===== src/rtl/sprite_drawer_if.sv =====
// Request/response and ROM/VGA bundle between the movement FSM, the two sprite ROMs, the VGA write port and sprite_drawer.
// Requests are one-cycle pulses; the drawer answers each accepted request with exactly one one-cycle done pulse.
interface sprite_drawer_if #(
  parameter int COLOUR_W = 3,
  parameter int CADDR_W  = 6
);
  logic                drawBG;
  logic                drawChar;
  logic [8:0]          xCoordinate;
  logic [7:0]          yCoordinate;
  logic [16:0]         bgAddr;
  logic [COLOUR_W-1:0] bgColour;
  logic [CADDR_W-1:0]  charAddr;
  logic [COLOUR_W-1:0] charColour;
  logic [8:0]          xOut;
  logic [7:0]          yOut;
  logic [COLOUR_W-1:0] colour;
  logic                plot;
  logic                doneBG;
  logic                doneChar;
  logic                busy;
  logic [2:0]          dbgState;

  modport master (
    output drawBG, drawChar, xCoordinate, yCoordinate, bgColour, charColour,
    input  bgAddr, charAddr, xOut, yOut, colour, plot, doneBG, doneChar, busy, dbgState
  );

  modport slave (
    input  drawBG, drawChar, xCoordinate, yCoordinate, bgColour, charColour,
    output bgAddr, charAddr, xOut, yOut, colour, plot, doneBG, doneChar, busy, dbgState
  );
endinterface


===== src/rtl/sprite_drawer.sv =====
// Streams one sprite-sized rectangle of background or character pixels to the VGA write port,
// one pixel per cycle, with clipping at the screen edge and a fixed request-to-done latency.
module sprite_drawer #(
  parameter int                  SPR_W       = 8,
  parameter int                  SPR_H       = 8,
  parameter int                  COLOUR_W    = 3,
  parameter logic [COLOUR_W-1:0] TRANSPARENT = '0,
  parameter int                  SCREEN_W    = 320,
  parameter int                  SCREEN_H    = 240
) (
  input logic           clock,
  input logic           resetn,
  sprite_drawer_if.slave bus
);

  localparam int COL_W = $clog2(SPR_W);
  localparam int ROW_W = $clog2(SPR_H);
  localparam logic [COL_W-1:0] COL_MAX = COL_W'(SPR_W - 1);
  localparam logic [ROW_W-1:0] ROW_MAX = ROW_W'(SPR_H - 1);
  localparam logic [9:0]       X_LIM   = 10'(SCREEN_W);
  localparam logic [8:0]       Y_LIM   = 9'(SCREEN_H);
  localparam logic             MODE_BG   = 1'b0;
  localparam logic             MODE_CHAR = 1'b1;

  typedef enum logic [2:0] {
    S_IDLE  = 3'd0,
    S_LOAD  = 3'd1,
    S_SCAN  = 3'd2,
    S_FLUSH = 3'd3,
    S_DONE  = 3'd4
  } state_t;

  state_t           r_state;
  logic             r_mode;
  logic [8:0]       r_x0;
  logic [7:0]       r_y0;
  logic [COL_W-1:0] r_col;
  logic [ROW_W-1:0] r_row;
  logic             r_pend_bg;
  logic             r_pend_ch;
  logic             r_busy;
  logic             r_done_bg;
  logic             r_done_ch;

  logic             r_p_valid;
  logic             r_p_mode;
  logic [8:0]       r_p_x;
  logic [7:0]       r_p_y;

  logic [9:0]          w_x_sum;
  logic [8:0]          w_y_sum;
  logic                w_in_range;
  logic                w_issue;
  logic                w_last;
  logic                w_plot;
  logic [COLOUR_W-1:0] w_rom;

  // Extra top bit on each sum so an off-screen position can never wrap back onto the screen.
  assign w_x_sum    = {1'b0, r_x0} + 10'(r_col);
  assign w_y_sum    = {1'b0, r_y0} + 9'(r_row);
  assign w_in_range = (w_x_sum < X_LIM) && (w_y_sum < Y_LIM);
  assign w_issue    = (r_state == S_SCAN);
  assign w_last     = (r_col == COL_MAX) && (r_row == ROW_MAX);

  assign bus.bgAddr   = (w_issue && w_in_range) ?
                        (17'(w_y_sum) * 17'(SCREEN_W) + 17'(w_x_sum)) : 17'd0;
  assign bus.charAddr = w_issue ? {r_row, r_col} : '0;

  always_ff @(posedge clock or negedge resetn) begin
    if (!resetn) begin
      r_state   <= S_IDLE;
      r_mode    <= MODE_BG;
      r_x0      <= '0;
      r_y0      <= '0;
      r_col     <= '0;
      r_row     <= '0;
      r_pend_bg <= 1'b0;
      r_pend_ch <= 1'b0;
      r_busy    <= 1'b0;
      r_done_bg <= 1'b0;
      r_done_ch <= 1'b0;
    end else begin
      // A request is held pending until its own LOAD; pulses of the same type collapse into one.
      r_pend_bg <= (r_pend_bg && !(r_state == S_LOAD && r_mode == MODE_BG))   || bus.drawBG;
      r_pend_ch <= (r_pend_ch && !(r_state == S_LOAD && r_mode == MODE_CHAR)) || bus.drawChar;
      case (r_state)
        S_IDLE: begin
          if (bus.drawBG || r_pend_bg) begin
            r_mode  <= MODE_BG;
            r_busy  <= 1'b1;
            r_state <= S_LOAD;
          end else if (bus.drawChar || r_pend_ch) begin
            r_mode  <= MODE_CHAR;
            r_busy  <= 1'b1;
            r_state <= S_LOAD;
          end
        end
        S_LOAD: begin
          r_x0    <= bus.xCoordinate;
          r_y0    <= bus.yCoordinate;
          r_col   <= '0;
          r_row   <= '0;
          r_state <= S_SCAN;
        end
        S_SCAN: begin
          r_col <= r_col + 1'b1;
          if (r_col == COL_MAX) r_row <= r_row + 1'b1;
          if (w_last) r_state <= S_FLUSH;
        end
        S_FLUSH: begin
          r_done_bg <= (r_mode == MODE_BG);
          r_done_ch <= (r_mode == MODE_CHAR);
          r_state   <= S_DONE;
        end
        S_DONE: begin
          r_done_bg <= 1'b0;
          r_done_ch <= 1'b0;
          r_busy    <= 1'b0;
          r_state   <= S_IDLE;
        end
        default: r_state <= S_IDLE;
      endcase
    end
  end

  // Alignment stage: lines up the issued pixel position and mode with the ROM's registered read data.
  always_ff @(posedge clock or negedge resetn) begin
    if (!resetn) begin
      r_p_valid <= 1'b0;
      r_p_mode  <= MODE_BG;
      r_p_x     <= '0;
      r_p_y     <= '0;
    end else begin
      r_p_valid <= w_issue && w_in_range;
      r_p_mode  <= r_mode;
      r_p_x     <= w_x_sum[8:0];
      r_p_y     <= w_y_sum[7:0];
    end
  end

  assign w_rom  = (r_p_mode == MODE_CHAR) ? bus.charColour : bus.bgColour;
  assign w_plot = r_p_valid && ((r_p_mode == MODE_BG) || (bus.charColour != TRANSPARENT));

  assign bus.plot     = w_plot;
  assign bus.colour   = w_plot ? w_rom : '0;
  assign bus.xOut     = r_p_x;
  assign bus.yOut     = r_p_y;
  assign bus.doneBG   = r_done_bg;
  assign bus.doneChar = r_done_ch;
  assign bus.busy     = r_busy;
  assign bus.dbgState = r_state;

endmodule


===== src/flat_wrapper.sv =====
// flat-port wrapper written by rule: the top's interface ports become plain ports
module sprite_drawer_flat 
#(
  parameter int                  SPR_W       = 8,
  parameter int                  SPR_H       = 8,
  parameter int                  COLOUR_W    = 3,
  parameter logic [COLOUR_W-1:0] TRANSPARENT = '0,
  parameter int                  SCREEN_W    = 320,
  parameter int                  SCREEN_H    = 240
)
  (clock, resetn, bus_drawBG, bus_drawChar, bus_xCoordinate, bus_yCoordinate, bus_bgColour, bus_charColour, bus_bgAddr, bus_charAddr, bus_xOut, bus_yOut, bus_colour, bus_plot, bus_doneBG, bus_doneChar, bus_busy, bus_dbgState);
  sprite_drawer_if #(.COLOUR_W(COLOUR_W), .CADDR_W(6)) bus_i ();
  input logic clock;
  input logic resetn;
  input wire logic [$bits(bus_i.drawBG)-1:0] bus_drawBG;
  input wire logic [$bits(bus_i.drawChar)-1:0] bus_drawChar;
  input wire logic [$bits(bus_i.xCoordinate)-1:0] bus_xCoordinate;
  input wire logic [$bits(bus_i.yCoordinate)-1:0] bus_yCoordinate;
  input wire logic [$bits(bus_i.bgColour)-1:0] bus_bgColour;
  input wire logic [$bits(bus_i.charColour)-1:0] bus_charColour;
  output wire logic [$bits(bus_i.bgAddr)-1:0] bus_bgAddr;
  output wire logic [$bits(bus_i.charAddr)-1:0] bus_charAddr;
  output wire logic [$bits(bus_i.xOut)-1:0] bus_xOut;
  output wire logic [$bits(bus_i.yOut)-1:0] bus_yOut;
  output wire logic [$bits(bus_i.colour)-1:0] bus_colour;
  output wire logic [$bits(bus_i.plot)-1:0] bus_plot;
  output wire logic [$bits(bus_i.doneBG)-1:0] bus_doneBG;
  output wire logic [$bits(bus_i.doneChar)-1:0] bus_doneChar;
  output wire logic [$bits(bus_i.busy)-1:0] bus_busy;
  output wire logic [$bits(bus_i.dbgState)-1:0] bus_dbgState;
  assign bus_i.drawBG = bus_drawBG;
  assign bus_i.drawChar = bus_drawChar;
  assign bus_i.xCoordinate = bus_xCoordinate;
  assign bus_i.yCoordinate = bus_yCoordinate;
  assign bus_i.bgColour = bus_bgColour;
  assign bus_i.charColour = bus_charColour;
  assign bus_bgAddr = bus_i.bgAddr;
  assign bus_charAddr = bus_i.charAddr;
  assign bus_xOut = bus_i.xOut;
  assign bus_yOut = bus_i.yOut;
  assign bus_colour = bus_i.colour;
  assign bus_plot = bus_i.plot;
  assign bus_doneBG = bus_i.doneBG;
  assign bus_doneChar = bus_i.doneChar;
  assign bus_busy = bus_i.busy;
  assign bus_dbgState = bus_i.dbgState;
  sprite_drawer #(.SPR_W(SPR_W), .SPR_H(SPR_H), .COLOUR_W(COLOUR_W), .TRANSPARENT(TRANSPARENT), .SCREEN_W(SCREEN_W), .SCREEN_H(SCREEN_H)) u_core (.clock(clock), .resetn(resetn), .bus(bus_i));
endmodule

===== config.mk =====
export PLATFORM = sky130hd
export DESIGN_NAME = sprite_drawer_flat
export DESIGN_NICKNAME = d
export VERILOG_FILES = /design/src/rtl/sprite_drawer_if.sv /design/src/rtl/sprite_drawer.sv /design/src/flat_wrapper.sv
export SDC_FILE = /design/constraint.sdc
export NUM_CORES = 1
export LEC_CHECK = 0
export ABC_AREA = 1
export CAP_MARGIN = 40
export CORE_ASPECT_RATIO = 0.8
export CORE_MARGIN = 10
export CORE_UTILIZATION = 30
export DETAILED_ROUTE_END_ITERATION = 12
export GPL_ROUTABILITY_DRIVEN = 0
export PLACE_DENSITY_LB_ADDON = 0.25
export SYNTH_ARGS = -nofsm -noshare
export SYNTH_HDL_FRONTEND = slang
export SYNTH_SLANG_ARGS = --single-unit

===== constraint.sdc =====
create_clock -name clock -period 4.5 [get_ports clock]
set_input_delay 0.675 -clock clock [delete_from_list [all_inputs] [get_ports clock]]
set_output_delay 0.675 -clock clock [all_outputs]
set_load 0.01 [all_outputs]

# Word-level counts from Yosys, hierarchy flattened
# Index checks and enable logic that the tools add are counted.
[totals]
regBits = 51
inputBits = 27
word_cells = 76
[op_classes]
add_sub_neg = 5
multipliers = 1
n_lt_le_gt_ge = 2
n_eq_ne = 9
mux = 17
n_bitwise = 2
n_reduce_logical = 25
[op_table]
columns = ["op", "count"]
rows = [
  ["2-to-1 mux 3 bit", 6],
  ["adder 17 x 10 -> 17 bit", 1],
  ["2-to-1 mux 17 bit", 1],
  ["one-hot mux 3 bit (2 select lines)", 2],
  ["one-hot mux 3 bit (4 select lines)", 1],
  ["multiplier 9 x 3 -> 11 bit (second input constant)", 1],
  ["adder 9 x 3 -> 10 bit", 1],
  ["< comparator 10 x 9 -> 1 bit (second input constant)", 1],
  ["adder 8 x 3 -> 9 bit", 1],
  ["== test 3 bit (second input constant)", 3],
  ["< comparator 9 x 8 -> 1 bit (second input constant)", 1],
  ["logical AND 1 bit", 8],
  ["AND reduction 2 bit", 4],
  ["nonzero test 2 bit", 4],
  ["adder 3 x 1 -> 3 bit (second input constant)", 2],
  ["== test 3 x 2 -> 1 bit (second input constant)", 2],
  ["2-to-1 mux 6 bit", 1],
  ["one-hot mux 1 bit (2 select lines)", 3],
  ["logical OR 1 bit", 5],
  ["!= test 2 bit (second input constant)", 2],
  ["== test 3 x 1 -> 1 bit (second input constant)", 1],
  ["logical NOT 3 bit", 1],
  ["2-to-1 mux 1 bit", 3],
  ["!= test 3 x 1 -> 1 bit (second input constant)", 1],
  ["other kinds (3)", 5],
]

# Logic depth before layout (Yosys ltp)
# Gate-level depths: netlist of the first run.
[logic_depth]
word_depth = 5
mapped_depth = 22
mapped_depth_nobuf = 22

# Least setup slack after synthesis of the first run
# Ideal clock, no wire load.
[synth_timing]
path_kind = "register to output"
startpoint = "register u_core.r_row[0]"
endpoint = "output port bus_bgAddr[15]"
arrival_time_ps = 3064
slack_ps = 761
stages_incl_launch_ff = 20
n_path_buf = 0
cell_sequence = "dfrtp_1 ha_1 fa_1 nand3_1 nand2_1 nand2_2 nand2_2 nor3_1 nor2_1 fa_1 nand2_1 inv_1 nand4_1 nand2_1 nand2_1 nor2_1 nand2_1 nand2_1 nand2_1 nor2_1"
[synth_via]
elab_chain_cells = 5
[synth_lines]
columns = ["item", "line_no", "source"]
rows = [
  ["start: declaration", "sprite_drawer.sv:38", "logic [ROW_W-1:0] r_row;"],
  ["start signal: assignment", "sprite_drawer.sv:107", "if (r_col == COL_MAX) r_row <= r_row + 1'b1;"],
  ["adder 8 x 3 -> 9 bit (*)", "sprite_drawer.sv:60", "assign w_y_sum = {1'b0, r_y0} + 9'(r_row);"],
  ["branches (longest 3 deep; another with adder 17 x 10 -> 17 bit)", "n/a", ""],
  ["2-to-1 mux 17 bit (*)", "sprite_drawer.sv:65", "assign bus.bgAddr = (w_issue && w_in_range) ?"],
  ["end: declaration", "flat_wrapper.sv:21", "output wire logic [$bits(bus_i.bgAddr)-1:0] bus_bgAddr;"],
]
# Every way passes the cells marked *.

# Worst setup path after layout of the first run
# Same ends and word-level chain as after synthesis.

==> results of run 1 <==
## metal layers
metal  vias to the layer above  track usage [%]
li1                       1449                -
met1                      1256             14.6
met2                        56             17.6
met3                         9             2.85
met4                         0             2.94
met5                         -                0
## Yosys cell counts
library cell	number	area (µm²)
nand2_1	121	454
inv_1	55	206
dfrtp_1	51	1280
nor2_1	43	161
nand3_1	29	145
ha_1	23	288
o21ai_0	15	75.1
a21oi_1	14	70.1
nor2_4	10	113
xor2_1	7	61.3
nand2_2	6	37.5
xnor2_1	6	52.6
fa_1	4	80.1
nor2_2	4	25.0
nor3_1	4	20.0
clkbuf_1	3	11.3
nand4_1	2	12.5
o22ai_1	2	12.5
a21boi_0	1	7.51
a21oi_2	1	8.76
a31o_2	1	8.76
a31oi_1	1	6.26
buf_12	1	20.0
buf_2	1	5.00
clkinv_1	1	3.75
inv_2	1	3.75
nand3_2	1	10.0
nand3_4	1	17.5
nand3b_1	1	7.51
nor3_2	1	10.0
o31ai_1	1	7.51
## worst max-delay path by stage
stage                         start              to  slack (ns)  cells after the start
floorplan           u_core.r_row[0]  bus_bgAddr[15]        0.76                     19
global placement    u_core.r_row[0]  bus_bgAddr[15]        0.10                     20
detailed placement  u_core.r_row[0]  bus_bgAddr[15]       -0.01                     20
CTS                 u_core.r_row[1]  bus_bgAddr[15]       0.003                     19
global route        u_core.r_row[0]  bus_bgAddr[15]       -0.05                     20
finish              u_core.r_row[0]  bus_bgAddr[15]        0.21                     20
## stage by stage
step	total power [mW]	hold WS, ns	utilization [%]
after detailed placement	2.92	0.454	40.0
after global placement	2.91	0.449	40.0
after CTS	3.38	0.465	41.8
final	3.34	0.465	41.9
after global routing	3.68	0.498	41.9
after floorplan	2.21	0.379	-
## state kept, by name, summed over array words and instances, names as in the netlist, 3 cells and up
name                 count
u_core.bus.xOut          9
u_core.r_x0              9
u_core.bus.yOut          8
u_core.r_y0              8
u_core.bus.dbgState      3
u_core.r_col             3
u_core.r_row             3
## report_power, final
| group | switching (mW) | total [mW] | internal, mW |
|---|---|---|---|
| clock network | 0.161 | 0.421 | 0.260 |
| logic | 1.21 | 2.09 | 0.885 |
| registers | 0.155 | 0.826 | 0.671 |
| total | 1.52 | 3.34 | 1.82 |
## cell families after synthesis
| logic type | Yosys count |
|---|---|
| simple gates | 223 |
| buf+inv | 62 |
| flops | 51 |
| compound gates | 36 |
| fa+ha+maj | 27 |
| xor+xnor | 13 |
## worst register-to-register path, delay by kind of cell (launching register included)
family | cells | cell delay, ns
adders and majority gates | 2 | 0.67
buffers and inverters | 1 | 0.05
DFF | 1 | 0.39
and+or+nand+nor | 7 | 1.05
## layout make-up
| cell class | instances | area (µm²) |
|---|---|---|
| clock buffer | 6 | 129 |
| clock inverter | 1 | 30.0 |
| fill | 1062 | 6020 |
| inverter | 57 | 214 |
| multi-input combinational | 299 | 1740 |
| sequential | 51 | 1280 |
| tap | 140 | 175 |
| timing repair buffer | 81 | 781 |
## timing repair
action	4_1_cts	5_1_grt
cloned	0	0
endpoints found under the setup margin	6	5
pin swaps	0	0
gates resized for setup	14	8
==> impl_metrics.csv, run 1 <==
group,metric,value,unit
route,wl_met1,4100,µm
timing,hold_viol,0,
route,routed_wl,8240,µm
placement,port_buffers,76,
critical_path,crit_chain,"ha_1 -> fa_1 -> nand3_1 -> nand2_1 -> nand2_2 -> nand2_2 -> nor3_2 -> nor2_2 -> fa_2 -> nand2_1 -> inv_1 -> nand4_1 -> nand2_1 -> nand2_1 -> nor2_2 -> nand2_1 -> nand2_1 -> nand2_1 -> nor2_1 -> clkbuf_2",
route,maxUsedRoutingLayer,"met4",
hold_path,min-delay-start,"u_core.r_pend_bg",
critical_path,path_max_fanout,4,
power_and_ir_drop,peakVddDrop,0.205,mV
floorplanning,fp.dieArea,15300,µm²
yosys,postSynthCellCount,412,
route,drtAntennaViolNets,0,
cts,clkSinkCount,51,
layout,area_growth,35.0,%
floorplanning,core,10400,µm²
critical_path,cp.arrival,3.61,ns
yosys,syn_area_per_cell,7.81,µm²
placement,placedCellCount,628,
route,via_per_inst,4.36,
floorplanning,die_width,136,µm
critical_path,slowest_stage,"fa_2",
layout,post_layout_nonfiller_instances,635,
critical_path,reg2reg_depth,10,
timing,tns,0,ns
timing,relSlewSlack,56.4,%
timing,drv_slew,0,
placement,place_worst_setup_slack,-0.0109,ns
yosys,syn_area,3220,µm²
global_routing,grt_max_degree,52,
global_routing,overflow,0,
critical_path,crit_path_end_kind,"primary output",
floorplanning,io_pins,77,
layout,antenna_cells,0,
route,vias,2770,
placement,dpl.hpwl,6510,µm
yosys,synth-seq-area-share,39.7,%
status,run_status,"finished clean",
floorplanning,num_rows,33,
power_and_ir_drop,cellPowerDensity,769,nW/µm²
timing,fin_ws,0.213,ns
timing,fmax,0.233,GHz
critical_path,worstReg2RegStart,"u_core.r_row[0]",
timing,period_share,95.3,%
timing,period_needed,4.29,ns
route,wl_met3,428,µm
global_routing,antenna_found_initial,0,
yosys,synth_cell_type_count,31,
timing,tightestPinTransition,0.654,ns
layout,final_common_cell,"nand2_1",
layout,drive_above_1_share,10.1,%
critical_path,cpMostUsedCell,"nand2_1",
yosys,synth-compound-area-share,6.10,%
critical_path,rr_endpoint,"u_core.r_p_valid",
critical_path,cp_top_family,"simple AND/OR/NAND/NOR gates",
timing,rsz0062_at_grt,"yes",
yosys,synth_top_family_by_area,"simple AND/OR/NAND/NOR gates",
critical_path,reg2reg_slack,2.22,ns
critical_path,worstSetupStartpointType,"flip-flop",
timing,setup_viol_count_final,0,
yosys,synthXorXnorAreaFrac,3.54,%
placement,placed_area,4150,µm²
yosys,yosys_warnings,0,
cts,clock_latency,0.28,ns
hold_path,hp-class,"flip-flop to flip-flop",
cts,numCtsBuffers,5,
route,drt_iter0_markers,242,
global_routing,grt_usage,11.1,%
critical_path,cpPeakStageDelay,0.61,ns
cts,post-cts-setup-buffers,0,
cts,cts_htree_levels,2,
critical_path,worstSetupPathType,"flip-flop to primary output",
hold_path,worstHoldEndpoint,"u_core.r_mode",
power_and_ir_drop,leakagePower,2.12,nW
yosys,synthAdderAreaFrac,11.4,%
route,wl_met2,3610,µm
route,route.detailed.drc,0,
floorplanning,die_height,113,µm
cts,postCtsHoldBufs,0,
cts,tritoncts,"built",
hold_path,worstHoldPathCells,1,
floorplanning,start_util,31.1,%
global_routing,grt_pass1_wl,14000,µm
critical_path,cp_num_buf_inv,2,
timing,fin_skew,0.00433,ns
yosys,synth_fp_nets,466,
cts,cts-root-buf,"clkbuf_16",
layout,final_nets,549,
cts,clock_path_buffers,2,
critical_path,crit_required,3.83,ns
yosys,synthMuxAreaShare,0,%
global_routing,grt_pass1_vias,2839,
route,first_pass_iters,4,
yosys,synth_seq_cells,51,
flow_run,cap_violations,0,
layout,mostFrequentLayoutCells,"nand2_1, clkdlybuf4s50_1, inv_1",
route,wl_per_cell,13.0,µm
cts,clk_pin_slew,0.07,ns
layout,fin_area,4340,µm²
yosys,yosys.area_share.simple,31.5,%
No activity file was read; power rests on OpenSTA's default activity.
==> run 2, diff against run 1 <==
Settings changed: CTS_CLUSTER_SIZE set to 8, PLACE_DENSITY set to 0.58, PLACE_DENSITY_LB_ADDON 0.25 to not set.
==> run 2 against run 1 <==
  * Critical endpoint is now bus_bgAddr[14]
  * First-iteration DRC count down 24%
  * Clock skew is 0.0026 ns higher
  * Via count grew 0.54%
  * Global-route usage down 0.42 points
  * Final area up 0.81%
  * Final cell count increased by 0.63%
  * Die area stayed put
  * Clock-buffer cell count down 1
  * Flip-flop and latch count unchanged
  * Total power is 0.57% lower
==> impl_metrics.csv, run 2 (synthesized netlist as in run 1, its figures left out) <==
group,metric,value,unit
global_routing,grt_usage,10.7,%
layout,antenna_cells,0,
route,first_pass_iters,4,
critical_path,path_max_fanout,4,
critical_path,reg2reg_depth,9,
power_and_ir_drop,leakagePower,2.16,nW
timing,tightestPinTransition,0.648,ns
hold_path,worstHoldPathCells,1,
layout,area_growth,36.0,%
timing,hold_ws,0.468,ns
route,route.detailed.drc,0,
cts,numCtsBuffers,5,
floorplanning,num_rows,33,
layout,mostFrequentLayoutCells,"nand2_1, clkdlybuf4s50_1, inv_1",
timing,rsz0062_at_grt,"no",
timing,period_needed,4.24,ns
route,via_per_inst,4.36,
route,vias,2785,
floorplanning,fp.dieArea,15300,µm²
timing,period_share,94.3,%
critical_path,crit_required,3.83,ns
cts,clock_latency,0.29,ns
cts,clock_path_buffers,2,
floorplanning,die_width,136,µm
placement,placed_area,4150,µm²
placement,place_worst_setup_slack,-0.00700,ns
critical_path,cp.arrival,3.57,ns
layout,final_nets,552,
cts,clk_pin_slew,0.07,ns
global_routing,antenna_found_initial,0,
timing,fin_ws,0.255,ns
timing,fin_skew,0.00689,ns
timing,setup_viol_count_final,0,
route,wl_per_cell,12.7,µm
cts,clkSinkCount,51,
power_and_ir_drop,p_sw,1.54,mW
placement,dpl.hpwl,6470,µm
global_routing,grt_pass1_wl,13600,µm
global_routing,grt_pass1_vias,2802,
global_routing,grt_max_degree,52,
placement,port_buffers,76,
layout,nFillCells,1072,
cts,cts_htree_levels,2,
floorplanning,die_height,113,µm
status,run_status,"finished clean",
route,routed_wl,8130,µm
floorplanning,io_pins,77,
power_and_ir_drop,p_sw_share,46.5,%
layout,drive_above_1_share,11.8,%
timing,hold_viol,0,
global_routing,overflow,0,
route,drtAntennaViolNets,0,
power_and_ir_drop,cellPowerDensity,758,nW/µm²
floorplanning,core,10400,µm²
power_and_ir_drop,power,3.32,mW
critical_path,crit_start,"u_core.r_col[0]",
timing,fmax,0.236,GHz
flow_run,cap_violations,0,
critical_path,worstSetupPathType,"flip-flop to primary output",
timing,relSlewSlack,56.8,%
layout,fin_area,4380,µm²
hold_path,hp-class,"flip-flop to flip-flop",
layout,final_common_cell,"nand2_1",
placement,placedCellCount,628,
cts,tritoncts,"built",
hold_path,min-delay-start,"u_core.r_pend_bg",
route,drt_iter0_markers,183,
critical_path,worstSetupStartpointType,"flip-flop",
floorplanning,start_util,31.1,%
timing,tns,0,ns
timing,drv_slew,0,
power_and_ir_drop,combPwrFrac,64.2,%
power_and_ir_drop,peakVddDrop,0.186,mV
layout,post-route-util,42.2,%
critical_path,crit_path_end_kind,"primary output",
power_and_ir_drop,clkPwrFrac,11.0,%
cts,cts-root-buf,"clkbuf_16",
power_and_ir_drop,p_int,1.78,mW
layout,post_layout_nonfiller_instances,639,
power_and_ir_drop,seqPwrFrac,24.8,%
critical_path,worstReg2RegStart,"u_core.r_col[0]",
-- run 2: cell count changes in the layout (fill, tap and decap cells not counted), sizes merged --
cell          change
buf               +4
dlymetal6s2s      +1
clkinv            +3
bufinv            -1
clkbuf            -3
-- run 2: per-layer routing --
layer  GRT usage, %  share of wire [%]
met5              0                  0
met4           1.93               0.65
met3           2.58                6.6
met2           16.7                 43
met1           14.7                 50
-- run 2: area by class of cell --
| cell class | count | area [µm²] | share of cell area, % |
|---|---|---|---|
| Clock buffer | 5 | 125 | 2.86 |
| Clock inverter | 3 | 15.0 | 0.343 |
| Inverter | 57 | 214 | 4.89 |
| Multi-Input combinational cell | 299 | 1760 | 40.2 |
| Sequential cell | 51 | 1280 | 29.2 |
| Tap cell | 140 | 175 | 4.00 |
| Timing Repair Buffer | 84 | 811 | 18.5 |
-- run 2: power by group through the flow --
stage / Clock (mW) / Sequential, mW / Combinational [mW]
2_1_floorplan: 0 / 0.846 / 1.36
3_3_place_gp: 0 / 0.822 / 2.08
3_5_place_dp: 0 / 0.824 / 2.10
4_1_cts: 0.375 / 0.822 / 2.13
5_1_grt: 0.399 / 0.853 / 2.41
6_report: 0.367 / 0.823 / 2.13
-- run 2: critical path: stages (launching register included) --
cell and delay [ns]:
dfrtp_1 0.43, ha_1 0.26, fa_1 0.41, nand2_1 0.12
nand2_1 0.06, nand3_1 0.10, xor2_2 0.18, inv_1 0.08
ha_1 0.26, fa_1 0.48, nand3_1 0.10, nand2_1 0.08
nand2_1 0.09, nor2_2 0.05, nand3_1 0.10, xnor2_1 0.13
nor2_1 0.05, dlygate4sd2_1 0.30
-- run 2: worst paths after layout --
kind | to | slack [ns]
max | bus_bgAddr[14] | 0.26
min | u_core.r_mode | 0.47
max reg2reg | u_core.r_p_valid | 2.23
min reg2reg | u_core.r_mode | 0.47
max in group asynchronous | u_core.r_row[1] | 3.54
min in group asynchronous | u_core.bus.dbgState[2] | 0.50
-- run 2: what timing repair did --
action,CTS,global route
hold buffers,0,0
setup endpoints to repair,6,5
pin swaps,1,5
gates resized for setup,13,14
buffers inserted,0,3
endpoints found under the hold margin,0,0
==> run 3, diff against run 2 <==
Settings changed: CAP_MARGIN 40 to not set.
Clock period 4.5 ns to 4.15 ns, I/O delays scaled along.
==> run 3 against run 2 <==
  * Critical path depth up 1
  * Clock power up 7.4%
  * Flip-flop and latch count unchanged
  * Final area up 7.9%
  * Combinational power up 27%
  * Setup slack worse by 0.18 ns
  * Critical path type unchanged
  * Critical endpoint is now bus_bgAddr[16]
==> impl_metrics.csv, run 3 (synthesized netlist as in run 1, its figures left out) <==
group,metric,value,unit
floorplanning,fp.dieArea,15300,µm²
timing,fin_ws,0.0773,ns
floorplanning,die_height,113,µm
route,drt_iter0_markers,214,
cts,clock_path_buffers,2,
critical_path,cp_num_buf_inv,4,
critical_path,cp_top_family,"simple AND/OR/NAND/NOR gates",
timing,fmax,0.246,GHz
timing,fin_skew,0.00368,ns
route,wl_per_cell,12.9,µm
power_and_ir_drop,power,4.01,mW
critical_path,crit_cells,18,
critical_path,reg2reg_depth,10,
floorplanning,io_pins,77,
global_routing,grt_usage,11.4,%
layout,final_nets,578,
route,vias,2909,
timing,relSlewSlack,57.2,%
placement,dpl.hpwl,6630,µm
critical_path,slowest_stage,"fa_2",
cts,numCtsBuffers,5,
route,routed_wl,8600,µm
critical_path,cp.arrival,3.45,ns
global_routing,grt_max_degree,52,
cts,tritoncts,"built",
global_routing,grt_pass1_wl,14600,µm
critical_path,crit_required,3.53,ns
critical_path,path_max_fanout,3,
floorplanning,die_width,136,µm
timing,period_needed,4.07,ns
layout,nFillCells,1034,
critical_path,crit_path_end_kind,"primary output",
critical_path,reg2reg_slack,1.87,ns
status,run_status,"finished clean",
cts,clkSinkCount,51,
timing,rsz0062_at_grt,"yes",
layout,final_common_cell,"nand2_1",
timing,tightestPinTransition,0.642,ns
route,route.detailed.drc,0,
critical_path,worstSetupStartpointType,"flip-flop",
power_and_ir_drop,cellPowerDensity,849,nW/µm²
critical_path,rr_endpoint,"u_core.r_p_valid",
cts,clock_latency,0.28,ns
floorplanning,start_util,31.1,%
route,first_pass_iters,4,
route,via_per_inst,4.37,
timing,drv_slew,0,
floorplanning,core,10400,µm²
timing,hold_ws,0.441,ns
timing,hold_viol,0,
timing,setup_viol_count_final,0,
layout,mostFrequentLayoutCells,"nand2_1, clkdlybuf4s50_1, inv_1",
critical_path,cpPeakStageDelay,0.59,ns
flow_run,cap_violations,0,
placement,port_buffers,76,
cts,cts_htree_levels,2,
cts,cts-root-buf,"clkbuf_16",
cts,clk_pin_slew,0.06,ns
layout,multi_input_area,1930,µm²
floorplanning,num_rows,33,
global_routing,antenna_found_initial,0,
layout,seqCellArea,1280,µm²
critical_path,worstReg2RegStart,"u_core.r_col[0]",
power_and_ir_drop,peakVddDrop,0.245,mV
layout,area_growth,46.7,%
hold_path,hp-class,"primary input to async pin",
layout,post_layout_nonfiller_instances,665,
placement,place_worst_setup_slack,-0.153,ns
placement,placedCellCount,651,
layout,antenna_cells,0,
route,drtAntennaViolNets,0,
layout,drive_above_1_share,21.0,%
global_routing,grt_pass1_vias,3044,
global_routing,overflow,0,
critical_path,worstSetupPathType,"flip-flop to primary output",
critical_path,crit_chain,"buf_6 -> fa_2 -> nand3_2 -> nand2_2 -> nand2_4 -> nand2_4 -> nor3_4 -> nor2_4 -> fa_2 -> buf_4 -> nand2_2 -> nor2_4 -> nand3_2 -> buf_4 -> nor2_2 -> nand2_1 -> a21oi_1 -> buf_2",
timing,period_share,98.1,%
power_and_ir_drop,leakagePower,2.26,nW
## run 3: changes by cell type in the layout (fill, tap and decap cells not counted), moves of 3 or more
| cell | previous run | this run |
|---|---|---|
| ha_4 | 1 | 6 |
| buf_4 | 8 | 32 |
| buf_2 | 2 | 5 |
| nor2_1 | 39 | 35 |
| nor2_4 | 10 | 14 |
| ha_1 | 21 | 15 |
| nand2_1 | 120 | 116 |
## run 3: stage by stage
step	setup TNS (ns)	instance area (µm²)	utilization (%)
floorplan	0	3220	-
global placement	-0.0501	4320	41.7
detailed placement	-0.442	4320	41.7
CTS	0	4540	43.8
global route	-0.404	4720	45.6
finish	0	4720	45.6
## run 3: cell type report
cell class | count | area share, %
clock inverters | 1 | 0.106
well taps | 140 | 3.71
multi-input cells | 299 | 40.8
clock buffers | 7 | 2.81
inverters | 57 | 4.53
repair buffers | 110 | 21.0
flip-flops and latches | 51 | 27.0
## run 3: power by group
group	leakage [nW]	internal, mW	total, mW	switching, mW
Sequential	0.631	0.727	0.903	0.176
Combinational	1.57	1.25	2.71	1.47
Clock	0.0679	0.223	0.394	0.170
Total	2.26	2.20	4.01	1.81
## run 3: worst max-delay path by stage
stage	from	to	slack [ns]
6_report	u_core.r_y0[1]	bus_bgAddr[16]	0.08
4_1_cts	u_core.r_row[0]	bus_bgAddr[16]	0.01
3_5_place_dp	u_core.r_row[0]	bus_bgAddr[15]	-0.15
2_1_floorplan	u_core.r_row[0]	bus_bgAddr[15]	0.46
3_3_place_gp	u_core.r_row[0]	bus_bgAddr[15]	-0.05
5_1_grt	u_core.r_y0[1]	bus_bgAddr[15]	-0.16
## run 3: per-layer routing
layer | vias up | wire length (µm) | share of wire [%] | track usage [%]
met5 | - | 0 | 0 | 0
met4 | 0 | 61 | 0.71 | 2.15
met3 | 5 | 579 | 6.7 | 2.63
met2 | 65 | 3890 | 45 | 18.8
met1 | 1328 | 4080 | 47 | 15.0
li1 | 1511 | - | - | -
## run 3: timing repair
action                                  CTS  global route
hold buffers                              0             0
gates resized for setup                  32            40
endpoints found under the setup margin    8            10
pin swaps                                 5            11
buffers inserted                          3             3
